--- config.mk ---
export PLATFORM = sky130hd
export DESIGN_NAME = mmc5_xram_arb
export DESIGN_NICKNAME = d
export VERILOG_FILES = /design/src/rtl/mmc5_xram_arb.sv
export SDC_FILE = /design/constraint.sdc
export NUM_CORES = 1
export LEC_CHECK = 0
export ABC_AREA = 0
export ABC_CLOCK_PERIOD_IN_PS = 2650
export CAP_MARGIN = 20
export CORE_ASPECT_RATIO = 0.8
export CORE_MARGIN = 8
export CORE_UTILIZATION = 50
export DETAILED_ROUTE_END_ITERATION = 6
export PLACE_DENSITY = 0.81
export SETUP_SLACK_MARGIN = 0.4
export SYNTH_ARGS = -nofsm -noshare
export SYNTH_HDL_FRONTEND = slang
export SYNTH_SLANG_ARGS = --single-unit
--- constraint.sdc ---
create_clock -name clk -period 2.65 [get_ports clk]
set_input_delay 0.53 -clock clk [delete_from_list [all_inputs] [get_ports clk]]
set_output_delay 0.53 -clock clk [all_outputs]
set_load 0.05 [all_outputs]
--- src/rtl/mmc5_xram_arb.sv ---
// mmc5_xram_arb: three-port aging arbiter sequencing PPU, CPU and save-state accesses onto one single-port ExRAM
module mmc5_xram_arb #(
  parameter int WAIT_MAX = 4
) (
  input  logic       clk,
  input  logic       map_rst,
  input  logic [1:0] exram_mode,
  input  logic       ss_act,
  input  logic       ppu_stb,
  input  logic       cpu_stb,
  input  logic       ss_stb,
  input  logic       ppu_we,
  input  logic       cpu_we,
  input  logic       ss_we,
  input  logic [9:0] ppu_addr,
  input  logic [9:0] cpu_addr,
  input  logic [9:0] ss_addr,
  input  logic [7:0] ppu_din,
  input  logic [7:0] cpu_din,
  input  logic [7:0] ss_din,
  output logic       ppu_ack,
  output logic       cpu_ack,
  output logic       ss_ack,
  output logic [7:0] ppu_dout,
  output logic [7:0] cpu_dout,
  output logic [7:0] ss_dout,
  output logic       ppu_busy,
  output logic       cpu_busy,
  output logic       ss_busy,
  output logic       cpu_ovf,
  output logic [9:0] ram_addr,
  output logic       ram_we,
  output logic [7:0] ram_din,
  input  logic [7:0] ram_dout
);
  logic [2:0] stb, we_i, en, pend, p_we, busy, acc, cand, gnt, ack;
  logic [9:0] addr_i [3];
  logic [9:0] p_addr [3];
  logic [7:0] din_i [3];
  logic [7:0] p_din [3];
  logic [7:0] dout [3];
  logic [7:0] dout_q [3];
  logic [3:0] wait_ctr;
  logic [1:0] gi, s1_port, s2_port;
  logic       s1_vld, s1_rd, s1_zero, s2_vld, s2_rd, s2_zero;
  logic       g_we, we_ok, ram_we_q, ovf;
  logic [9:0] g_addr;
  logic [7:0] g_din, rd_val;
  assign stb = {ss_stb, cpu_stb, ppu_stb};
  assign we_i = {ss_we, cpu_we, ppu_we};
  assign addr_i = '{ppu_addr, cpu_addr, ss_addr};
  assign din_i = '{ppu_din, cpu_din, ss_din};
  // a save-state session owns the RAM exclusively; outside it the SS port is deaf
  assign en = {ss_act, ~ss_act, ~ss_act};
  always_comb begin
    rd_val = s2_zero ? 8'h00 : ram_dout;
    for (int i = 0; i < 3; i++) begin
      busy[i] = pend[i] | (s1_vld & (s1_port == 2'(i))) | (s2_vld & (s2_port == 2'(i)));
      acc[i] = stb[i] & ~busy[i] & en[i];
      cand[i] = (pend[i] | acc[i]) & en[i];
      ack[i] = s2_vld & (s2_port == 2'(i));
      dout[i] = (ack[i] & s2_rd) ? rd_val : dout_q[i];
    end
    gnt = cand[2] ? 3'b100 :
          (cand[1] & (~cand[0] | (wait_ctr >= 4'(WAIT_MAX)))) ? 3'b010 : {2'b00, cand[0]};
    gi = gnt[2] ? 2'd2 : gnt[1] ? 2'd1 : 2'd0;
    g_we = pend[gi] ? p_we[gi] : we_i[gi];
    g_addr = pend[gi] ? p_addr[gi] : addr_i[gi];
    g_din = pend[gi] ? p_din[gi] : din_i[gi];
    we_ok = gnt[0] ? ~exram_mode[1] : gnt[1] ? (exram_mode != 2'd3) : 1'b1;
  end
  always_ff @(posedge clk) begin
    if (map_rst) begin
      pend <= '0;
      p_we <= '0;
      wait_ctr <= '0;
      s1_vld <= 1'b0;
      s1_port <= '0;
      s1_rd <= 1'b0;
      s1_zero <= 1'b0;
      s2_vld <= 1'b0;
      s2_port <= '0;
      s2_rd <= 1'b0;
      s2_zero <= 1'b0;
      ram_we_q <= 1'b0;
      ram_addr <= '0;
      ram_din <= '0;
      ovf <= 1'b0;
      for (int i = 0; i < 3; i++) begin
        p_addr[i] <= '0;
        p_din[i] <= '0;
        dout_q[i] <= '0;
      end
    end else begin
      for (int i = 0; i < 3; i++) begin
        pend[i] <= ~gnt[i] & en[i] & (pend[i] | acc[i]);
        if (acc[i]) begin
          p_we[i] <= we_i[i];
          p_addr[i] <= addr_i[i];
          p_din[i] <= din_i[i];
        end
        dout_q[i] <= dout[i];
      end
      wait_ctr <= gnt[1] ? 4'd0 : (cand[1] && wait_ctr != 4'd15) ? wait_ctr + 4'd1 : wait_ctr;
      s1_vld <= |gnt;
      s1_port <= gi;
      s1_rd <= ~g_we;
      s1_zero <= gnt[1] & ~exram_mode[1];
      s2_vld <= s1_vld;
      s2_port <= s1_port;
      s2_rd <= s1_rd;
      s2_zero <= s1_zero;
      ram_we_q <= (|gnt) & g_we & we_ok;
      if (|gnt) begin
        ram_addr <= g_addr;
        ram_din <= g_din;
      end
      ovf <= ovf | (cpu_stb & busy[1]);
    end
  end
  // the access cycle overlapping reset must not corrupt RAM
  assign ram_we = ram_we_q & ~map_rst;
  assign {ss_ack, cpu_ack, ppu_ack} = ack;
  assign {ss_busy, cpu_busy, ppu_busy} = busy;
  assign ppu_dout = dout[0];
  assign cpu_dout = dout[1];
  assign ss_dout = dout[2];
  assign cpu_ovf = ovf;
endmodule

# Word-level counts from Yosys, hierarchy flattened
# Memory sizes are Yosys's and may differ from the RTL's.
# Index checks and enable logic that the tools add are counted.
dict set report word_totals {
  regBits 40
  mem_bits_rw 78
  input_bits 73
  output_inout_bits 50
  word_cells 143
  mem_count 3
}
# name words word_bits rd rd_ports_with_merged_regs write_ports line_no
set memory_table {}
lappend memory_table {p_addr 3 10 1 0 3 38} ;# logic [9:0] p_addr [3];
lappend memory_table {dout_q 3 8 3 0 3 42} ;# logic [7:0] dout_q [3];
lappend memory_table {p_din 3 8 1 0 3 40} ;# logic [7:0] p_din [3];
dict set report classes {
  n_addsub 1
  magnitude_cmp 3
  eq_ne 6
  mux 46
  bitwise 62
  reduce_logical 5
}
# cell count
set op_table {}
lappend op_table {{$mux 8} 13}
lappend op_table {{$mux 10} 6}
lappend op_table {{$and 1x1->1} 30}
lappend op_table {{$bmux 10 s2} 1}
lappend op_table {{$or 1x1->1} 20}
lappend op_table {{$mux 1} 19}
lappend op_table {{$bmux 8 s2} 1}
lappend op_table {{$not 1->1} 11}
lappend op_table {{$bmux 1 s2} 3}
lappend op_table {{$add 4x1->4 const B} 1}
lappend op_table {{$eq 2x1->1 const B} 2}
lappend op_table {{$eq 2x2->1 const B} 2}
lappend op_table {{$ge 4x3->1 const B} 1}
lappend op_table {{$logic_not 2->1} 2}
lappend op_table {{$mux 2} 2}
lappend op_table {{$ne 4x4->1 const B} 1}
lappend op_table {{$ge 3x3->1 const B} 1}
lappend op_table {{$lt 2x3->1 const B} 1}
lappend op_table {{$mux 3} 1}
lappend op_table {{$not 2->3} 1}
lappend op_table {{$reduce_or 3->1} 1}
lappend op_table {{$ne 2x2->1 const B} 1}
lappend op_table {{$reduce_or 2->1} 1}
lappend op_table {{$logic_and 1x1->1} 1}

# Depth between registers and ports, before layout
dict set report depth {
  ltp_word 21
  ltp_mapped 9
  depth_no_buf 6
}

# Least setup slack after synthesis
# OpenSTA, ideal clock, no wires.
dict set report synth_timing {
  path_kind {register -> output}
  from {reg s2_port[0]}
  to {out ppu_dout[5]}
  arrival_time_ns 2.655
  slack_ns -0.535
  path_stages_with_launch 6
  n_path_buf 1
  path_cell_list {dfxtp_1 -> or3b_1 -> inv_1 -> nand2_1 -> clkbuf_1 -> o21ai_0}
}
dict set report synth_between {
  elab_chain_cells 4
}
# item line_no
set synth_rtl {}
lappend synth_rtl {{from (decl)} 44} ;# logic [1:0] gi, s1_port, s2_port;
lappend synth_rtl {{from (signal assigned)} 110} ;# s2_port <= s1_port;
lappend synth_rtl {{$logic_not 2->1} 61} ;# ack[i] = s2_vld & (s2_port == 2'(i));
lappend synth_rtl {{$and 1x1->1} 61}
lappend synth_rtl {{net ppu_ack} 21} ;# output logic ppu_ack,
lappend synth_rtl {{$and 1x1->1} 62} ;# dout[i] = (ack[i] & s2_rd) ? rd_val : dout_q[i];
lappend synth_rtl {{$mux 8} 62}
lappend synth_rtl {{to (decl)} 24} ;# output logic [7:0] ppu_dout,
# The timed path passes the listed nets, and every way through them passes these cells.

# Worst setup path in the final report
dict set report layout_timing {
  from {reg s2_port[0]}
  to {out ppu_dout[0]}
}
dict set report layout_between {
  elab_chain_cells 4
}
# item line_no
set layout_rtl {}
lappend layout_rtl {{$logic_not 2->1} 61}
lappend layout_rtl {{$and 1x1->1} 61}
lappend layout_rtl {{$and 1x1->1} 62}
lappend layout_rtl {{$mux 8} 62}
# No other way between the ends.

==> results_dict.tcl <==
set metrics [dict create \
    status "completed" \
    setup.worst_path.start "s2_port[0]" \
    io_pins 123 \
    fillCellCount 697 \
    numClockSinks 118 \
    clk_latency_ns 0.41 \
    p_leak_nw 3.237 \
    vias_per_cell 5.741 \
    crit_type "flop to primary output" \
    num_vias 4673 \
    reg2reg_depth 8 \
    finClkSkew_ns 0.008289 \
    wl_per_cell_um 21.04 \
    crit_path_end "ppu_dout[0]" \
    rsz0062_at_grt "true" \
    final_area_um2 8127 \
    area_growth_pct 49.31 \
    place_congestion 0.8891 \
    dpl.hpwl_um 11280 \
    period_share_pct 90.49 \
    nNetsFinal 731 \
    die_h_um 109.3 \
    final-seq-area_um2 2907 \
    cts_max_level 4 \
    arrival_ns 1.87 \
    firstDrtPassIters 7 \
    r2r_slack_ns 0.46 \
    power_density_nw_per_um2 630.1 \
    synth_warnings 0 \
    fp.coreArea_um2 10720 \
    drtAntennaViolNets 0 \
    synth_edf_count 54 \
    synthAdderAreaFrac_pct 0.2299 \
    slew_headroom_pct 64.66 \
    gr-total-overflow 0 \
    cts_tree "yes" \
    synth_cell_type_count 53 \
    syn_avg_cell_area_um2 10.71 \
    path_max_fanout 8 \
    grt_pass1_wl_um 25740 \
    numPortBuffers 122 \
    initial_core_util_pct 50.77 \
    grt_pass1_vias 4829 \
    yosysSeqAreaShare_pct 53.33 \
    synth_cells 508 \
    dieArea_um2 14500 \
    cp.required_ns 2.12 \
    synth_area_um2 5443 \
    antenna_cells 0 \
    holdWs_ns 0.4481 \
    grt_usage_pct 23.04 \
    min_from "s1_rd" \
    clockBufferDepth 2 \
    die_width_um 132.7 \
    async_flop_share_pct 0 \
    synth-xor-area-share_pct 0 \
    antenna_found_initial 0 \
    grt_max_degree 55 \
    hold_path.class "flop to flop" \
    regToRegStartpoint "s2_port[0]" \
    postLayoutCoreUtil_pct 75.81 \
    synth_nets 582 \
    synth-compound-area-share_pct 16.74 \
    r2r-end "p_addr[2][5]" \
    layout_commonest_cell "clkdlybuf4s50_1" \
    synthMuxAreaShare_pct 3.724 \
    drt_iter0_drc 386 \
    worst_pin_slew_ns 0.5285 \
    finalPower_w 0.005121 \
    synth_ff_type "dfxtp_1" \
    end_kind "primary output" \
    drv_cap 0 \
    period_minus_slack_ns 2.398 \
    vdd_ir_drop_max_uv 528.9 \
    final-setup-viol-count 0 \
    row_count 34 \
    fmax_ghz 0.4170 \
    fin_setup_tns_ns 0 \
    multi_input_area_um2 2661 \
    yosys.area_share.simple_pct 22.39 \
    worstSetupStartpointType "flop" \
    slew_violations 0 \
    ys_seq_elements 118 \
    post_dp_cell_area_um2 7345 \
    hold_violations 0 \
    synth_top_family_by_area "simple AND/OR/NAND/NOR gates" \
    layout_common_cells "90 x clkdlybuf4s50_1, 81 x and2_1, 61 x dfxtp_1" \
    clkTransAtPathRegs_ns 0.05 \
    ctsHoldBuffers 0 \
    cts_buffers 17 \
    routed_wl_um 17130 \
    ctsRootBufferMaster "clkbuf_16" \
    drc 0 \
    final_layout_size_suffix_gt1_share_pct 25.22 \
]
==> report_power, final <==
group,switching [W],total [W],internal [W]
clock,0.000777,0.00213,0.00136
sequential,0.0000571,0.00209,0.00204
combinational,0.000513,0.000895,0.000382
==> cell usage after synthesis, types with 2 or more instances <==
library cell / number / area [um^2]
a211o_1: 19 / 166.4
and2_1: 81 / 506.7
o211ai_1: 9 / 67.56
buf_6: 5 / 56.30
nor2_1: 30 / 112.6
inv_1: 5 / 18.77
nand2b_1: 8 / 50.05
and3_1: 17 / 106.4
nand2_1: 55 / 206.5
o21ai_2: 2 / 17.52
a21oi_1: 6 / 30.03
mux2_2: 2 / 22.52
a31oi_1: 3 / 18.77
mux2i_1: 18 / 180.2
nor3_1: 7 / 35.03
edfxtp_1: 54 / 1622
o21ai_0: 30 / 150.1
dfxtp_1: 64 / 1281
a22oi_1: 3 / 22.52
clkbuf_1: 18 / 67.56
o211ai_2: 9 / 112.6
nor2_2: 2 / 12.51
a221oi_1: 16 / 140.1
nand3b_1: 4 / 30.03
buf_2: 5 / 25.02
nor2b_1: 9 / 56.30
==> per-stage QoR <==
step,setup WS (ns),instances
global route,0.2055,814
finish,0.2520,814
CTS,0.1952,810
floorplan,0.1318,508
global placement,-0.006154,776
detailed placement,-0.06561,776
==> critical path, stage by stage (launching register included) <==
cell and delay (ns):
dfxtp_2 0.32, or3b_4 0.42, clkinvlp_4 0.20, nand2_8 0.14
o21ai_4 0.21, buf_12 0.16
==> area by class of cell <==
cell class	instances	area share (%)
flip-flops and latches	118	35.77
multi-input cells	356	32.75
repair buffers	159	22.31
clock buffers	27	6.066
well taps	144	2.217
clock inverters	5	0.6159
inverters	5	0.2771
==> state kept, by name, indices dropped and copies added, names as in the netlist, 2 cells and up <==
name      count
ram_addr     10
p_addr       30
pend          3
p_we          3
ram_din       8
s2_port       2
dout_q       24
wait_ctr      4
s1_port       2
p_din        24
==> metal layers <==
layer / up-vias / wire, um / GRT usage (%)
li1: 2149 / - / -
met1: 2286 / 6779 / 26.51
met2: 212 / 8908 / 40.65
met3: 26 / 1180 / 6.256
met4: 0 / 260 / 9.135
met5: - / 0 / 0
==> worst min-delay path by stage <==
stage	to	cells past startpoint	slack, ns
after floorplan	s2_rd	1	0.41
after global placement	s2_zero	1	0.43
after detailed placement	s2_zero	1	0.43
after CTS	s2_zero	1	0.44
after global routing	s2_rd	1	0.46
final	s2_rd	1	0.45
==> logic make-up after synthesis <==
| group | Yosys count |
|---|---|
| other cells | 1 |
| simple gates | 223 |
| flops | 118 |
| buf+inv | 35 |
| mux | 20 |
| fa+ha+maj | 1 |
| compound gates | 110 |
==> repair_timing <==
| item | 4_1_cts | 5_1_grt |
|---|---|---|
| endpoints found under the setup margin | 46 | 98 |
| pin swaps | 2 | 2 |
| gates cloned | 0 | 1 |
| setup buffers | 2 | 3 |
| gates resized for setup | 38 | 25 |
Power figures use the tool's default switching activity.
